===== src/rtl/cpu_mem_bridge.sv =====
// cpu_mem_bridge: connects the 16-bit CPU memory port to two targets.
// Requests are decoded by byte address. Addresses below IO_BASE go to the
// on-chip synchronous RAM; the rest go to an I/O slave with waitrequest.
// Stalled I/O accesses are aborted after TIMEOUT cycles and set a sticky
// bus error.
//
// state  | meaning
// -------+-----------------------------------------------------------------
// IDLE   | accepting requests; RAM writes complete here in a single cycle
// RAM_RD | RAM data for the registered word address is passed to the CPU
// IO_ACC | I/O strobe held until the slave releases it or the timer expires
// DONE   | one-cycle I/O completion; o_cpu_rddata holds the captured value
module cpu_mem_bridge #(
    parameter int unsigned RAM_AW   = 12,
    parameter logic [15:0] IO_BASE  = 16'hF000,
    parameter int unsigned TIMEOUT  = 255,
    parameter logic [15:0] ERR_DATA = 16'hDEAD
) (
    input  logic              clk,
    input  logic              reset,
    input  logic [15:0]       i_cpu_addr,
    input  logic              i_cpu_rd,
    input  logic              i_cpu_wr,
    input  logic [15:0]       i_cpu_wrdata,
    output logic [15:0]       o_cpu_rddata,
    output logic              o_cpu_waitrequest,
    output logic [RAM_AW-1:0] o_ram_addr,
    output logic              o_ram_we,
    output logic [15:0]       o_ram_wrdata,
    input  logic [15:0]       i_ram_rddata,
    output logic [15:0]       o_io_addr,
    output logic              o_io_rd,
    output logic              o_io_wr,
    output logic [15:0]       o_io_wrdata,
    input  logic [15:0]       i_io_rddata,
    input  logic              i_io_waitrequest,
    input  logic              i_err_clr,
    output logic              o_bus_err
);

    typedef enum logic [1:0] {
        IDLE   = 2'd0,
        RAM_RD = 2'd1,
        IO_ACC = 2'd2,
        DONE   = 2'd3
    } state_t;

    // The counter reaches TIMEOUT on the stalled cycle where it currently
    // holds TIMEOUT-1, so that value is the abort point.
    localparam logic [15:0] TO_LAST = 16'(TIMEOUT - 1);

    state_t              state_q;
    logic [RAM_AW-1:0]   ram_addr_q;
    logic [15:0]         io_addr_q;
    logic [15:0]         io_wrdata_q;
    logic                io_rd_q;
    logic                io_wr_q;
    logic [15:0]         cpu_rddata_q;
    logic [15:0]         to_cnt_q;
    logic                bus_err_q;
    logic                bus_err_d;

    logic                in_idle;
    logic                sel_io;
    logic                req_any;
    logic                req_ill;
    logic                accept_ram_wr;
    logic                accept_ram_rd;
    logic                accept_io;
    logic                timeout_hit;
    logic                err_set;

    // Request decode. When rd and wr are both high the access is a write.
    always_comb begin
        in_idle       = (state_q == IDLE);
        sel_io        = (i_cpu_addr >= IO_BASE);
        req_any       = i_cpu_rd | i_cpu_wr;
        req_ill       = i_cpu_rd & i_cpu_wr;
        accept_ram_wr = in_idle & i_cpu_wr & ~sel_io;
        accept_ram_rd = in_idle & i_cpu_rd & ~i_cpu_wr & ~sel_io;
        accept_io     = in_idle & req_any & sel_io;
        timeout_hit   = (state_q == IO_ACC) & i_io_waitrequest & (to_cnt_q == TO_LAST);
        err_set       = (in_idle & req_ill) | timeout_hit;
    end

    // Sticky error next-state; a new error wins over a simultaneous clear.
    always_comb begin
        bus_err_d = bus_err_q;
        if (i_err_clr) begin
            bus_err_d = 1'b0;
        end
        if (err_set) begin
            bus_err_d = 1'b1;
        end
    end

    // CPU-facing and RAM-facing outputs. RAM writes and the first read cycle
    // are driven straight from the CPU port; RAM_RD uses the latched address.
    always_comb begin
        o_ram_addr   = in_idle ? i_cpu_addr[RAM_AW:1] : ram_addr_q;
        o_ram_we     = accept_ram_wr;
        o_ram_wrdata = i_cpu_wrdata;
        o_cpu_rddata = (state_q == RAM_RD) ? i_ram_rddata : cpu_rddata_q;
        unique case (state_q)
            IDLE:    o_cpu_waitrequest = accept_ram_rd | accept_io;
            RAM_RD:  o_cpu_waitrequest = 1'b0;
            IO_ACC:  o_cpu_waitrequest = 1'b1;
            DONE:    o_cpu_waitrequest = 1'b0;
            default: o_cpu_waitrequest = 1'b0;
        endcase
    end

    assign o_io_addr   = io_addr_q;
    assign o_io_wrdata = io_wrdata_q;
    assign o_io_rd     = io_rd_q;
    assign o_io_wr     = io_wr_q;
    assign o_bus_err   = bus_err_q;

    // Main sequencer with registered I/O strobes, I/O latches and read data.
    // Reset clears the strobes asynchronously, abandoning any access.
    always_ff @(posedge clk or negedge reset) begin
        if (!reset) begin
            state_q      <= IDLE;
            ram_addr_q   <= '0;
            io_addr_q    <= '0;
            io_wrdata_q  <= '0;
            io_rd_q      <= 1'b0;
            io_wr_q      <= 1'b0;
            cpu_rddata_q <= '0;
            to_cnt_q     <= '0;
        end else begin
            unique case (state_q)
                IDLE: begin
                    if (accept_ram_rd) begin
                        ram_addr_q <= i_cpu_addr[RAM_AW:1];
                        state_q    <= RAM_RD;
                    end else if (accept_io) begin
                        io_addr_q   <= i_cpu_addr;
                        io_wrdata_q <= i_cpu_wrdata;
                        io_rd_q     <= ~i_cpu_wr;
                        io_wr_q     <= i_cpu_wr;
                        to_cnt_q    <= '0;
                        state_q     <= IO_ACC;
                    end
                end
                RAM_RD: begin
                    // Keep the RAM word visible after the pass-through cycle.
                    cpu_rddata_q <= i_ram_rddata;
                    state_q      <= IDLE;
                end
                IO_ACC: begin
                    if (!i_io_waitrequest) begin
                        io_rd_q <= 1'b0;
                        io_wr_q <= 1'b0;
                        if (io_rd_q) begin
                            cpu_rddata_q <= i_io_rddata;
                        end
                        state_q <= DONE;
                    end else if (to_cnt_q == TO_LAST) begin
                        // Abort: an aborted write is simply dropped.
                        io_rd_q <= 1'b0;
                        io_wr_q <= 1'b0;
                        if (io_rd_q) begin
                            cpu_rddata_q <= ERR_DATA;
                        end
                        state_q <= DONE;
                    end else begin
                        to_cnt_q <= to_cnt_q + 16'd1;
                    end
                end
                DONE: begin
                    state_q <= IDLE;
                end
                default: begin
                    state_q <= IDLE;
                end
            endcase
        end
    end

    // Sticky bus error register.
    always_ff @(posedge clk or negedge reset) begin
        if (!reset) begin
            bus_err_q <= 1'b0;
        end else begin
            bus_err_q <= bus_err_d;
        end
    end

endmodule

===== config.mk =====
export PLATFORM = sky130hd
export DESIGN_NAME = cpu_mem_bridge
export DESIGN_NICKNAME = d
export VERILOG_FILES = /design/src/rtl/cpu_mem_bridge.sv
export SDC_FILE = /design/constraint.sdc
export NUM_CORES = 1
export LEC_CHECK = 0
export ABC_AREA = 1
export CAP_MARGIN = 20
export CORE_UTILIZATION = 30
export DETAILED_ROUTE_END_ITERATION = 10
export PLACE_DENSITY = 0.58
export SYNTH_ARGS = -nofsm -noshare
export SYNTH_HDL_FRONTEND = slang
export SYNTH_SLANG_ARGS = --single-unit
export TNS_END_PERCENT = 10

===== constraint.sdc =====
create_clock -name clk -period 1.8 [get_ports clk]
set_clock_uncertainty 0.1 [all_clocks]
set_input_delay 0.36 -clock clk [delete_from_list [all_inputs] [get_ports clk]]
set_output_delay 0.36 -clock clk [all_outputs]
set_load 0.05 [all_outputs]

Word level (Yosys, flattened, before mapping). Index checks and enable logic that the tools add are counted.

Latch bits: 0. Bits in writable memories: 0. Memories kept: 0. Register bits: 81. ROM bits: 0. Output and inout port bits: 81.

Mux-type cells: 28. Reduce and logical (&&, ||, !) cells: 11. Equal/unequal tests: 12. Bitwise operators: 17. Add/sub/neg operators: 1. Shift-type cells: 0. $lt $le $gt $ge: 1. Multipliers: 0. Divide/modulo/power cells: 0.

Operator list (count): 2-to-1 mux 16 bit (9); one-hot mux 16 bit (2 select lines) (2); adder 16 x 1 -> 16 bit, second input constant (1); equality test 16 x 8 -> 1 bit, second input constant (1); >= comparator 16 bit, second input constant (1); 2-to-1 mux 12 bit (1); AND 1 bit (11); 2-to-1 mux 1 bit (8); 2-to-1 mux 2 bit (4); AND reduction 4 bit (2); inequality test 2 bit, second input constant (3); inequality test 3 bit, second input constant (2); one-hot mux 2 bit (3 select lines) (1); nonzero test 2 bit (3); AND reduction 5 bit (1); equality test 2 bit, second input constant (2); one-hot mux 1 bit (2 select lines) (2); AND reduction 2 bit (2); inequality test 3 x 1 -> 1 bit, second input constant (1); inequality test 3 x 2 -> 1 bit, second input constant (1); NOT 1 bit (3); bitwise OR 1 bit (3); one-hot mux 1 bit (3 select lines) (1); AND reduction 3 bit (1); 4 further kinds (4).

Depth between registers and ports, before layout.
Depth after elaboration: 6. Gate-level depth with buffers: 11. Mapped depth without buffers: 10.

Worst setup path before layout. No wires, ideal clock.

Kind: register to output. From: register state_q[0]. To: output port o_cpu_waitrequest. Cell stages (with the launch flop): 6. Data arrival time: 2.194 ns. Path slack: -0.854 ns. Buffers on the path: 1. Cells stage by stage: dfrtp_1 > inv_1 > ha_1 > nand3_4 > clkbuf_1 > o21ai_0.

Cells in the longest elaborated chain, start to end: 6. Elaborated cells between the ends (all ways): 12. Those cells by class: 3 x eq/ne; 1 x mux; 6 x bitwise; 2 x reduce/logical.

RTL lines: start, declared (line 52) `state_t state_q;`; start signal, assigned (line 123) `state_q <= IDLE;`; start signal, assigned (line 136) `state_q <= RAM_RD;`; start signal, assigned (line 143) `state_q <= IO_ACC;`; zero test 2 bit (line 75, 104); AND 1 bit (3 in a row) (line 80) `accept_ram_rd = in_idle & i_cpu_rd & ~i_cpu_wr & ~sel_io;`; bitwise OR 1 bit (line 105) `IDLE: o_cpu_waitrequest = accept_ram_rd | accept_io;`; one-hot mux 1 bit (3 select lines) (*) (line 104) `unique case (state_q)`; end, declared (line 26) `output logic o_cpu_waitrequest,`.

Every way passes the cells marked *; elsewhere a longest branch is shown, timed or not.

Worst setup path in the final report. Same ends and word-level chain as after synthesis.

==> out/metrics.cfg <==
[run_status]
run_status = finished with violations
violations = setup timing

[setup_path]
crit_type = reg2out
critPathBufInv = 3
worstPathRequired_ns = 1.34
worstPathCellList = inv_2 -> buf_4 -> ha_2 -> nor2_1 -> a21oi_4 -> o21ai_4 -> buf_12
cpPeakStageDelay_ns = 0.43
worst_setup_path_end_kind = primary output
crit_family = flip-flops
crit_slowest_cell = dfrtp_1
start_kind = register
crit_arrival_ns = 1.71
path_max_fanout = 4

[detailed_routing]
firstDrtPassIters = 6
drtAntennaViolNets = 0
viasPerCell = 4.549
vias = 3953
drc_errors = 0
wl_mm = 11.91
drt_iter0_markers = 132
wl_per_cell_um = 13.70

[synth]
yosysWarnings = 0
seq_area_frac_synth = 0.4639
yosysUniqueCellTypes = 32
netlist_area_mm2 = 0.004369
ys_seq_elements = 81
synth_nets = 587
syn_area_per_cell_um2 = 8.550
synth_cells = 511

[sta]
fin_crit_ns = 2.173
drv_slew = 0
hold_viol_final = 0
relSlewSlack = 0.7020
rsz0062_at_grt = true
finalCritPeriodShare = 1.207
worst_pin_slew_ns = 0.4470
fmax_mhz = 460.1
worst_slack_ns = -0.3732
setup_violations = 60

[floorplan]
die_w_um = 122.7
die_area_mm2 = 0.01505
start_util = 0.3111
io_pins = 151
row_count = 43
core_mm2 = 0.01404
die_height_um = 122.7

[job]
max_cap_viol_count = 0

[cts]
cts_tree = yes
worstSkewPairLatency_ns = 0.34
cts_buffer_depth = 2
htree_levels = 3
cts.reportedPaths.clkPinSlew_ns = 0.06
numCtsBuffers = 9
clkSinkCount = 81
cts_root_buffer = clkbuf_16

[power_and_ir_drop]
p_leak_nw = 3.416
power.total_mw = 14.05
power_density_mw_per_mm2 = 1908
ir_drop_mv = 1.413

[final_layout]
nNetsFinal = 760
area_growth_pct = 68.56
drive_gt1_frac = 0.3483
layout_common_cells = 146 x nand2_1, 81 x dfrtp_1, 73 x buf_4
antennaDiodeCount = 0
final_common_cell = nand2_1

[global_route]
grt_max_degree = 44
first_global_vias = 3941
antenna_found_initial = 0
grt-ovfl-total = 0
track_usage = 0.1616
grt_pass1_wl_mm = 18.90

[placed_design]
port-buffer-count = 150
dp_hpwl_mm = 8.682
gp_congestion = 0.8245
post-place-ws_ns = -0.4444

[min_path]
hold_class = reg2reg

==> tightest hold or removal path: cells and delay by family (launching register included) <==
kind / cells / cell delay, ns
simple gates: 1 / 0.05
buf+inv: 1 / 0.04
flops: 1 / 0.34
==> path summary, 6_finish.rpt <==
check	start	to	slack, ns	cells after the start
worst max-delay path	state_q[0]	o_cpu_waitrequest	-0.37	7
worst min-delay path	o_io_addr[14]	o_io_addr[14]	0.37	2
worst max register to register	state_q[0]	cpu_rddata_q[8]	-0.09	9
worst min register to register	o_io_addr[14]	o_io_addr[14]	0.37	2
max in group asynchronous	reset	to_cnt_q[15]	0.62	3
min in group asynchronous	reset	ram_addr_q[9]	0.41	2
==> stage by stage <==
stage / hold slack [ns] / utilization / cell area [um2] / TNS (ns) / std cells
finish: 0.3685 / 0.5245 / 7365 / -10.62 / 869
global route: 0.3926 / 0.5245 / 7365 / -16.78 / 869
CTS: 0.3712 / 0.5131 / 7206 / -12.48 / 867
detailed placement: 0.2433 / 0.4755 / 6676 / -12.75 / 845
global placement: 0.2388 / 0.4755 / 6676 / -11.17 / 845
floorplan: -0.03559 / - / 4582 / -0.1209 / 511
==> cells by family after synthesis <==
logic type	after synthesis	synth area share
adder cells (fa/ha/maj)	6	0.01718
multiplexers	28	0.07216
AND/OR/NAND/NOR	228	0.2291
XOR/XNOR	7	0.01403
AO/OA/AOI/OAI	84	0.1157
buffers and inverters	77	0.08792
flip-flops	81	0.4639
==> layout make-up <==
type	instances	area, um2
Fill cell	1236	6678
Multi-Input combinational cell	353	2361
Timing Repair Buffer	197	2285
Sequential cell	81	2027
Clock buffer	10	239.0
Tap cell	180	225.2
Inverter	42	162.7
Clock inverter	6	65.06
==> power by group <==
part | leakage (nW) | internal [mW] | switching, mW
Sequential | 1.02 | 2.50 | 0.401
Combinational | 2.25 | 3.97 | 5.35
Clock | 0.149 | 1.11 | 0.718
==> synthesized netlist by cell type, drive strengths merged <==
cell | n | area share
dfrtp | 81 | 0.46
o21ai | 54 | 0.073
buf | 25 | 0.043
nor2 | 48 | 0.049
xnor2 | 3 | 0.0060
o22ai | 16 | 0.023
o21bai | 4 | 0.0069
a21oi | 8 | 0.0092
nor3 | 1 | 0.0011
clkbuf | 10 | 0.0086
ha | 6 | 0.017
or2 | 2 | 0.0029
mux2 | 28 | 0.072
xor2 | 4 | 0.0080
nand3 | 15 | 0.025
nand2 | 155 | 0.14
inv | 42 | 0.036
o21a | 1 | 0.0017
o221ai | 1 | 0.0020
nand4 | 7 | 0.010
==> repair_timing <==
action	CTS	global route
gates cloned	1	0
gates resized for setup	36	40
setup buffers	4	3
pin swaps	3	6
hold endpoints to repair	29	0
hold buffers	1	0
endpoints found under the setup margin	59	83
==> per-layer routing <==
metal  track usage  vias up  share of wire
met4       0.05259        0          0.012
li1              -     1987              -
met2        0.2788      119           0.49
met3       0.04043       12          0.067
met1        0.1958     1835           0.43
met5             0        -              0
==> sequential cells by signal (all words and copies together) (netlist names) <==
register and flops:
cpu_rddata_q 16, o_io_addr 16, o_io_wrdata 16, to_cnt_q 16
ram_addr_q 12, state_q 2, o_bus_err 1, o_io_rd 1
o_io_wr 1
No activity file was read; power rests on OpenSTA's default activity.
